**config.mk**
```make
export PLATFORM = sky130hd
export DESIGN_NAME = vga_sync_decoder
export DESIGN_NICKNAME = d
export VERILOG_FILES = /design/src/rtl/vga_sync_decoder.sv
export SDC_FILE = /design/constraint.sdc
export NUM_CORES = 1
export LEC_CHECK = 0
export BUFFER_PORTS_ARGS = -buffer_cell sky130_fd_sc_hd__clkbuf_2
export CAP_MARGIN = 40
export CORE_MARGIN = 2
export CORE_UTILIZATION = 33
export CTS_BUF_LIST = sky130_fd_sc_hd__clkbuf_16
export CTS_CLUSTER_DIAMETER = 100
export DETAILED_ROUTE_END_ITERATION = 10
export SLEW_MARGIN = 20
export SYNTH_ARGS = -nofsm -noshare
export SYNTH_HDL_FRONTEND = slang
export SYNTH_SLANG_ARGS = --single-unit
```
**constraint.sdc**
```tcl
create_clock -name clk -period 4.33 [get_ports clk]
set_input_delay 0.6495 -clock clk [delete_from_list [all_inputs] [get_ports clk]]
set_output_delay 0.6495 -clock clk [all_outputs]
set_load 0.03 [all_outputs]
```
**src/rtl/vga_sync_decoder.sv**
```systemverilog
// vga_sync_decoder: recovers horizontal/vertical position from HS/VS sync inputs,
// measures line period and HS pulse width, and locks once the expected line
// timing has been seen on several consecutive lines.
module vga_sync_decoder #(
    parameter int H_TOTAL    = 800,
    parameter int HS_WIDTH   = 97,
    parameter int LOCK_LINES = 4
) (
    input  logic        clk,
    input  logic        reset_n,
    input  logic        pix_en,
    input  logic        HS,
    input  logic        VS,
    output logic [31:0] hCount,
    output logic [15:0] vCount,
    output logic [15:0] hPeriod,
    output logic [15:0] hsWidth,
    output logic        lineStart,
    output logic        frameStart,
    output logic        locked
);

    typedef enum logic [1:0] {
        SEARCH = 2'd0,
        CHECK  = 2'd1,
        LOCKED = 2'd2
    } state_t;

    localparam logic [31:0] TIMEOUT_CNT = 32'(2 * H_TOTAL - 1);
    localparam logic [15:0] H_TOTAL_16  = 16'(H_TOTAL);
    localparam logic [15:0] HS_WIDTH_16 = 16'(HS_WIDTH);
    localparam logic [15:0] LOCK_16     = 16'(LOCK_LINES);

    state_t      state_q, state_d;
    logic        hs_q, hs_d;
    logic        vs_q, vs_d;
    logic [31:0] hcount_q, hcount_d;
    logic [15:0] hperiod_q, hperiod_d;
    logic [15:0] pulse_cnt_q, pulse_cnt_d;
    logic [15:0] hswidth_q, hswidth_d;
    logic [15:0] vcount_q, vcount_d;
    logic [15:0] good_lines_q, good_lines_d;
    logic        line_start_q, line_start_d;
    logic        frame_start_q, frame_start_d;
    logic        locked_q, locked_d;

    logic        hs_rise;
    logic        hs_fall;
    logic        vs_rise;
    logic        good_line;
    logic        timeout;

    // Edge detection is qualified by pix_en so edges exist only on pixel ticks.
    always_comb begin
        hs_rise = pix_en & HS & ~hs_q;
        hs_fall = pix_en & ~HS & hs_q;
        vs_rise = pix_en & VS & ~vs_q;
    end

    // Counters and measurements; everything holds on clocks without a pixel tick.
    always_comb begin
        hs_d        = hs_q;
        vs_d        = vs_q;
        hcount_d    = hcount_q;
        hperiod_d   = hperiod_q;
        pulse_cnt_d = pulse_cnt_q;
        hswidth_d   = hswidth_q;
        vcount_d    = vcount_q;
        if (pix_en) begin
            hs_d = HS;
            vs_d = VS;
            if (hs_rise) begin
                hcount_d = 32'd0;
            end else if (hcount_q != 32'hFFFF_FFFF) begin
                hcount_d = hcount_q + 32'd1;
            end
            if (hs_rise) begin
                // Period is the tick count since the previous rising edge.
                if (hcount_q >= 32'h0000_FFFF) begin
                    hperiod_d = 16'hFFFF;
                end else begin
                    hperiod_d = hcount_q[15:0] + 16'd1;
                end
            end
            if (hs_rise) begin
                pulse_cnt_d = 16'd1;
            end else if (HS && pulse_cnt_q != 16'hFFFF) begin
                pulse_cnt_d = pulse_cnt_q + 16'd1;
            end
            if (hs_fall) begin
                hswidth_d = pulse_cnt_q;
            end
            // A frame start wins over the line increment on the same tick.
            if (vs_rise) begin
                vcount_d = 16'd0;
            end else if (hs_rise) begin
                vcount_d = vcount_q + 16'd1;
            end
        end
    end

    // Lock FSM next-state: a line is judged by the freshly measured period and last pulse width.
    always_comb begin
        state_d       = state_q;
        good_lines_d  = good_lines_q;
        good_line     = (hperiod_d == H_TOTAL_16) && (hswidth_q == HS_WIDTH_16);
        timeout       = pix_en & ~hs_rise & (hcount_d >= TIMEOUT_CNT);
        line_start_d  = hs_rise;
        frame_start_d = vs_rise;
        case (state_q)
            SEARCH: begin
                if (hs_rise) begin
                    state_d      = CHECK;
                    good_lines_d = 16'd0;
                end
            end
            CHECK: begin
                if (hs_rise) begin
                    if (good_line) begin
                        good_lines_d = good_lines_q + 16'd1;
                        if (good_lines_q + 16'd1 >= LOCK_16) begin
                            state_d = LOCKED;
                        end
                    end else begin
                        good_lines_d = 16'd0;
                    end
                end else if (timeout) begin
                    state_d      = SEARCH;
                    good_lines_d = 16'd0;
                end
            end
            LOCKED: begin
                if (hs_rise) begin
                    if (!good_line) begin
                        state_d      = SEARCH;
                        good_lines_d = 16'd0;
                    end
                end else if (timeout) begin
                    state_d      = SEARCH;
                    good_lines_d = 16'd0;
                end
            end
            default: begin
                state_d      = SEARCH;
                good_lines_d = 16'd0;
            end
        endcase
        locked_d = (state_d == LOCKED);
    end

    // State register; reset clears every measurement so nothing stale survives.
    always_ff @(posedge clk or negedge reset_n) begin
        if (!reset_n) begin
            state_q       <= SEARCH;
            hs_q          <= 1'b0;
            vs_q          <= 1'b0;
            hcount_q      <= 32'd0;
            hperiod_q     <= 16'd0;
            pulse_cnt_q   <= 16'd0;
            hswidth_q     <= 16'd0;
            vcount_q      <= 16'd0;
            good_lines_q  <= 16'd0;
            line_start_q  <= 1'b0;
            frame_start_q <= 1'b0;
            locked_q      <= 1'b0;
        end else begin
            state_q       <= state_d;
            hs_q          <= hs_d;
            vs_q          <= vs_d;
            hcount_q      <= hcount_d;
            hperiod_q     <= hperiod_d;
            pulse_cnt_q   <= pulse_cnt_d;
            hswidth_q     <= hswidth_d;
            vcount_q      <= vcount_d;
            good_lines_q  <= good_lines_d;
            line_start_q  <= line_start_d;
            frame_start_q <= frame_start_d;
            locked_q      <= locked_d;
        end
    end

    assign hCount     = hcount_q;
    assign vCount     = vcount_q;
    assign hPeriod    = hperiod_q;
    assign hsWidth    = hswidth_q;
    assign lineStart  = line_start_q;
    assign frameStart = frame_start_q;
    assign locked     = locked_q;

endmodule
```
After elaboration in Yosys (flattened, before gate mapping)
Index checks and enable logic that the tools add are counted.

word-level totals
  word-level logic and storage cells = 75
  flip-flop bits (word level) = 119
  input port bits = 5

operators by class
  magnitude comparators = 3
  muxes and demuxes = 25
  bitwise logic cells = 12
  equality and inequality tests = 9
  reduce and logical (&&, ||, !) cells = 9
  $add $sub $neg = 5

operator list
  kind                     number
  $mux W16                 13
  $mux W32                 3
  $add A16 B1 Y16 const B  4
  $pmux W16 S3             1
  $add A32 B1 Y32 const B  1
  $ge A32 B11 Y1 const B   1
  $ge A32 B16 Y1 const B   1
  $ne A32 B32 Y1 const B   1
  $eq A16 B10 Y1 const B   1
  $eq A16 B7 Y1 const B    1
  $ge A16 B3 Y1 const B    1
  $ne A16 B16 Y1 const B   1
  $mux W2                  7
  $and A1 B1 Y1            8
  $reduce_and A2 Y1        4
  $pmux W2 S3              1
  $eq A2 B2 Y1 const B     2
  $not A1 Y1               4
  $reduce_bool A2 Y1       2
  $ne A3 B3 Y1 const B     1
  $eq A2 B1 Y1 const B     1
  $logic_and A1 B1 Y1      2
  $logic_not A2 Y1         1
  $ne A2 B2 Y1 const B     1

Depth between registers and ports, before layout
Gate-level depths: netlist (run 1).

  depth in word-level cells = 10
  mapped depth = 15

Least setup slack after synthesis (run 1)
OpenSTA, ideal clock, no wires.

  kind = register -> register
  start point = reg hcount_q[0], in the netlist hCount[0]
  end point = reg locked_q, in the netlist locked
  arrival time = 3560 ps
  path buffers = 1
  cell stages (with the launch flop) = 13
  setup slack = 649 ps
  library setup time = 121 ps
  clock period less this slack = 3681 ps
  cell sequence = dfrtp_1 ha_1 and4_1 buf_4 nand4_2 or4_1 nor2_1 o21bai_1 or4b_4 nor4_4 a21oi_1 or3_1 and4bb_1

on the way
  cells in the longest elaborated chain, start to end = 10
  elaborated cells between the ends (all ways) = 21
  classes of those cells = add/sub: 2; order compare: 2; eq/ne: 3; mux: 12; bitwise: 1; reduce/logical: 1

RTL lines
  element                                                   line      text
  start: declaration                                        37        logic [31:0] hcount_q, hcount_d;
  start signal: assignment                                  170       hcount_q <= hcount_d;
  $add A32 B1 Y32 / $ne A32 B32 Y1 (equally long branches)  75, 74
  $mux W32 (*)                                              74        end else if (hcount_q != 32'hFFFF_FFFF) begin
  $mux W32 (*)                                              72        if (hs_rise) begin
  $mux W32 (*)                                              69        if (pix_en) begin
  net hcount_d[30]                                          37
  $ge A32 B11 Y1 (*)                                        107       timeout = pix_en & ~hs_rise & (hcount_d >= TIMEOUT_CNT);
  $and A1 B1 Y1 (*)                                         107
  $mux W2 (*)                                               127, 138
  $mux W2, on equally long branches                         133, 118
  $pmux W2 S3 (*)                                           110       case (state_q)
  $eq A2 B2 Y1 (*)                                          148       locked_d = (state_d == LOCKED);
  net locked_d                                              45        logic locked_q, locked_d;
  end signal: assignment                                    178       locked_q <= locked_d;
  end: declaration                                          45

Mark *: on every way through the listed nets, which the timed path passes. The rest lies on a longest branch.
A chain may end at the register's enable or synchronous reset.

Final worst setup path (run 1)
  start point = reg hcount_q[1], in the netlist hCount[1]
  end point = reg good_lines_q[11]

on the way
  cells in the longest elaborated chain, start to end = 9
  elaborated cells between the ends (all ways) = 21
  classes of those cells = add/sub: 2; order compare: 2; eq/ne: 3; mux: 11; bitwise: 1; reduce/logical: 2

RTL lines
  element                                                      line      text
  $add A32 B1 Y32 (tied with other cells)                      75        hcount_d = hcount_q + 32'd1;
  $mux W32 / $mux W16 (equally long branches)                  74, 79
  $mux W32 / $mux W16 (equally long branches)                  72, 77
  $mux W32 / $mux W16 (equally long branches)                  69
  $ge A32 B11 Y1 / $eq A16 B10 Y1 (equally long branches)      107, 106
  $and A1 B1 Y1 / $logic_and A1 B1 Y1 (equally long branches)  107, 106
  $mux W16, on equally long branches (2 in series)             --
  $pmux W16 S3                                                 110
  end signal: assignment                                       175       good_lines_q <= good_lines_d;
  end: declaration                                             42        logic [15:0] good_lines_q, good_lines_d;

Parallel ways exist; a longest one is shown, timed or not.

==> impl_results.md, run 1 <==
* Status: completed
* Insertion delay to the later sink of the worst-skew pair at approximately 420 ps
* Pwr Total at between 3 and 4 mW
* I/O pins at 88
* Remaining routing DRC violations at 0
* VDD IR max at 263 uV
* Final hold viol count at 0
* Area used by multi-input combinational logic at 3710 um^2
* Reg2reg start: hCount[1]
* Routed Antenna Nets at 0
* Final period utilization at 0.918
* Busiest grt layer: met2
* Async SR Flop Fraction at 1.00
* PD cells at roughly 400 nW/um^2
* Row cnt at 53
* DR vias/cell at around 5.4
* CP startpoint kind: flip-flop
* Fin util at 0.404
* Setup Skew at approximately 24 ps
* Number of synthesized flops with an enable pin at 0
* Cts repair resizes at 0
* Crit path required time at around 4600 ps
* Fmax at 0.252 GHz
* Cell Area, Synth at 6940 um^2
* Synth-to-Final Area Change at 21.1%
* CP Class: reg2reg
* Met2 usage at 0.277
* RSZ-0062 raised after global routing: false
* Layout Cells excl Fill at ~1,100
* Seq cells post-synth at approximately 120
* CTS Hold Buffers Added at 0
* Root Buffer: clkbuf_16
* Slew Limit Fails at 0
* Initial core utilization at 0.333
* Core area at 20,800 um^2
* Layout net count at 862
* DR iter-0 viols at 400
* # diodes at 0
* CP max FO at 13
* Fillers at ~2,100
* CTS tree: yes
* Post-Syn Nets at between 700 and 800
* Clock Tree Buf Depth at 2
* DIE AREA at ~22,000 um^2
* TNS Setup at 0 ps
* HPWL after DPL at about 14 mm
* Cells on worst reg2reg path at 12
* Setup crit start: hCount[1]
* DR vias at slightly above 6,000
* H-tree depth at 4
* Placed Cells incl. Taps at 1,103
* Syn_area_per_cell at 9.28 um^2
* GR Layer Usage met3 at 0.0477
* Met1 usage at 0.245
* Setup-failing EPs final at 0
* Port bufs at 87
* Die W at between 100 and 150 um
* GRT Overall Usage at 0.180
* Vias in the first global route at ~5,800
* Clock sink count at approximately 120
* Grt ovf at 0
* Reg area at between 2000 and 3000 um^2
* Worst EP arrival at around 4300 ps
* GPL Wtd Cong at roughly 0.86
* Final instance area at between 8000 and 9000 um^2
* Die height at 149 um
* Setup WS post-layout at 357 ps
* Distinct cell type count after synthesis at slightly below 80
* Setup WS pre-CTS at ~390 ps
* Synth Warn # at 0
* Crit. End Element: flip-flop
* Drt first pass iters at 5
* Final worst path period need at between 3000 and 4000 ps
* Worst-Margin Slew at roughly 700 ps
* Max-cap violations at 0
* Leak Pwr at just under 4 nW
* Initial antenna violation count at 0
* Commonest cells after routing, fill and taps aside: dfrtp_1 (119), clkbuf_2 (86), nor2_1 (78), nand2_1 (66), a21oi_1 (50)
* Post-synth top area share at 0.429
* Routed wire length at roughly 19 mm
* Hold WC Path Type: in2async
* Placed cell areas at just under 8000 um^2
* Post-synthesis sequential area ratio at 0.429
* Clock-pin slew on the worst setup and hold paths at ~60 ps
* Setup Fix Bufs, Post-CTS at 0
* Wire per inst at 17.1 um
* Most common cell after layout, fill and taps aside: dfrtp_1
* Final hold slack at 118 ps
* Ys flop type: dfrtp_1
* Post-Syn Instances at ~750
* Synth area leaders: dfrtp_1 (43%), nor2_1 (4.2%), a21oi_1 (3.6%), nand2_1 (3.6%), mux2_2 (3.2%)
* Largest net degree at the start of global routing at 50
* Share of cells above drive strength 1 at 0.230
* Slew margin rel. at 0.540
* TritonCTS Buffers at 17
* Largest area contributor in the netlist: dfrtp_1
* First-pass GRT wire length at approximately 31 mm
-- worst max-delay path, cell delays in order, from the launching register on --
cell and delay [ps]:
dfrtp_1 430, ha_1 350, nand4_2 270, nor4_1 540, nand3_2 290, a41oi_1 320, o22ai_1 120, or3_1 390
a41o_1 230, a31oi_2 320, o21ai_2 80, buf_4 190, a211o_1 300
-- layer usage --
layer  wire, um  share of wire
met1       9060           0.47
met3       1100          0.057
met5          0              0
met4        378          0.020
met2       8840           0.46
-- path summary, 6_finish.rpt --
path	to	slack, ps
setup / recovery	good_lines_q[11]	360
hold / removal	vCount[14]	120
setup reg to reg	good_lines_q[11]	360
hold reg to reg	vs_q	530
max in group asynchronous	hPeriod[8]	3550
min in group clk	vs_q	480
-- registers in the layout (all words and copies together), names as in the netlist --
signal / count
locked: 1
frameStart: 1
good_lines_q: 16
state_q: 2
lineStart: 1
hPeriod: 16
hs_q: 1
hCount: 32
hsWidth: 16
vCount: 16
pulse_cnt_q: 16
vs_q: 1
-- layout make-up --
type                       count  area share
clock buffer                  17      0.0506
inverter                      25      0.0112
clock inverter                15      0.0222
multi-input combinational    570       0.441
tap                          275      0.0409
timing repair buffer         115      0.0799
sequential                   119       0.354
-- cells in the mapped netlist (17+ instances only) --
cell type  number
nand3_1        35
nand2_1        66
or3_1          17
nor4_1         24
mux2_2         20
dfrtp_1       119
xor2_1         24
and3_1         28
nand4_1        18
nor2_1         78
xnor2_1        18
o21ai_0        23
inv_1          25
a21oi_1        50
-- logic make-up (layout without fill, tap and decap cells) --
family,count (synthesis),count (layout),synth area share
and+or+nand+nor,340,340,0.271
DFF,119,119,0.429
xor gates and xnor gates,42,42,0.0530
buffers and inverters,59,172,0.0371
adders and majority gates,9,9,0.0162
AOI/OAI and AO/OA,153,153,0.152
muxes,26,26,0.0411
-- power breakdown --
group	total (mW)	internal, mW	leakage (nW)	switching (mW)
combinational	0.653	0.219	1.96	0.434
sequential	1.33	1.21	1.60	0.127
clock	1.47	0.953	0.295	0.516
Note: power is estimated with default switching activity, not from simulation.
==> run 2: changes to the inputs <==
--- a/config.mk
+++ b/config.mk
@@ -12,6 +12,7 @@
 export CTS_BUF_LIST = sky130_fd_sc_hd__clkbuf_16
 export CTS_CLUSTER_DIAMETER = 100
 export DETAILED_ROUTE_END_ITERATION = 10
+export MAX_ROUTING_LAYER = met4
 export SLEW_MARGIN = 20
 export SYNTH_ARGS = -nofsm -noshare
 export SYNTH_HDL_FRONTEND = slang
==> impl_results.md, run 2 (same netlist as run 1, synthesis figures left out) <==
* DIE AREA at 22,200 um^2
* Final hold viol count at 0
* RSZ-0062 raised after global routing: false
* Fmax at 0.251 GHz
* Die W at 149 um
* Status: completed
* Die height at around 150 um
* Drt first pass iters at 5
* Worst EP arrival at 4270 ps
* DR vias at around 6,000
* Hold WC Path Type: in2async
* Final instance area at around 8400 um^2
* Cts repair resizes at 0
* Commonest cells after routing, fill and taps aside: dfrtp_1 (119), clkbuf_2 (86), nor2_1 (78), nand2_1 (66), a21oi_1 (50)
* Clock Tree Buf Depth at 2
* Setup-failing EPs final at 0
* CP startpoint kind: flip-flop
* Most common cell after layout, fill and taps aside: dfrtp_1
* Routed Antenna Nets at 0
* Clock-pin slew on the worst setup and hold paths at ~60 ps
* R2R setup slack at 340 ps
* GRT Overall Usage at 0.185
* CTS Hold Buffers Added at 0
* CP Class: reg2reg
* Core area at around 21,000 um^2
* CP endpoint: good_lines_q[11]
* Vias in the first global route at between 5,000 and 6,000
* Clock sink count at between 100 and 150
* Setup crit start: hCount[1]
* Share of cells above drive strength 1 at 0.230
* Layout net count at around 860
* First-pass GRT wire length at approximately 31 mm
* Root Buffer: clkbuf_16
* Max reg flops at 32
* Cells on worst reg2reg path at 12
* CTS tree: yes
* DR vias/cell at between 5 and 6
* Max-cap violations at 0
* Slew margin rel. at 0.534
* Final worst path period need at 3990 ps
* Row cnt at 53
* Remaining routing DRC violations at 0
* Synth-to-Final Area Change at 21.1%
* PD cells at 411 nW/um^2
* Setup Fix Bufs, Post-CTS at 0
* Setup Skew at 22.5 ps
* Crit. End Element: flip-flop
* DR iter-0 viols at approximately 380
* Placed cell areas at 7780 um^2
* Wire per inst at approximately 17 um
* GPL Wtd Cong at around 0.87
* HPWL after DPL at ~14 mm
* Largest net degree at the start of global routing at 50
* Grt ovf at 0
* # diodes at 0
* Routed wire length at 19.4 mm
* Initial core utilization at 0.333
* VDD IR max at 261 uV
* Insertion delay to the later sink of the worst-skew pair at 420 ps
* Worst R2R End: good_lines_q[11]
* Reg2reg start: hCount[1]
* TNS Setup at 0 ps
* H-tree depth at 4
* Crit path required time at approximately 4600 ps
* TritonCTS Buffers at 17
* CP max FO at 13
* Port bufs at 87
* Leak Pwr at slightly below 4 nW
* Initial antenna violation count at 0
* I/O pins at approximately 90
* Slew Limit Fails at 0
* Final hold slack at 123 ps
* Worst-Margin Slew at slightly below 700 ps
* Final period utilization at 0.922
run 2: cell counts in the layout (fill, tap and decap cells not counted):
No cell type changed its count.
run 2: routing by layer:
layer  vias to the layer above  global-route usage  wire length (um)
met5                         -                   -                 0
met4                         0              0.0619               378
met3                        30              0.0468              1090
met2                       191               0.277              8840
met1                      2960               0.246              9060
li1                       2962                   -                 -
run 2: worst max-delay path: stages (launching register included):
cell,delay (ps)
dfrtp_1,430
ha_1,360
nand4_2,280
nor4_1,540
nand3_2,290
a41oi_1,320
o22ai_1,120
or3_1,390
a41o_1,230
a31oi_2,330
o21ai_2,80
buf_4,200
a211o_1,300
run 2: cell type report:
cell class	count	area, um^2
inverter	25	93.8
sequential	119	2980
fill	2105	12400
tap	275	344
timing repair buffer	115	672
clock inverter	15	186
clock buffer	17	425
multi-input combinational	570	3710
run 2: worst min-delay path by stage:
stage | endpoint | slack (ps)
after floorplan | frameStart | 350
after global placement | vs_q | 510
after detailed placement | vs_q | 530
after CTS | vCount[14] | 110
after global routing | vCount[14] | 120
final | vCount[14] | 120
run 2: stage by stage:
| stage | cells | setup slack (ps) | utilization | power, mW |
|---|---|---|---|---|
| 2_1_floorplan | 748 | 649 | - | 1.78 |
| 3_3_place_gp | 1101 | 374 | 0.372 | 2.00 |
| 3_5_place_dp | 1103 | 387 | 0.374 | 2.01 |
| 4_1_cts | 1135 | 416 | 0.403 | 3.50 |
| 5_1_grt | 1136 | 101 | 0.404 | 3.63 |
| 6_report | 1136 | 339 | 0.404 | 3.45 |
run 2: power breakdown:
part / switching [mW] / internal [mW] / total, mW / leakage, nW
clock: 0.514 / 0.953 / 1.47 / 0.295
combinational: 0.436 / 0.219 / 0.655 / 1.96
sequential: 0.126 / 1.21 / 1.33 / 1.60
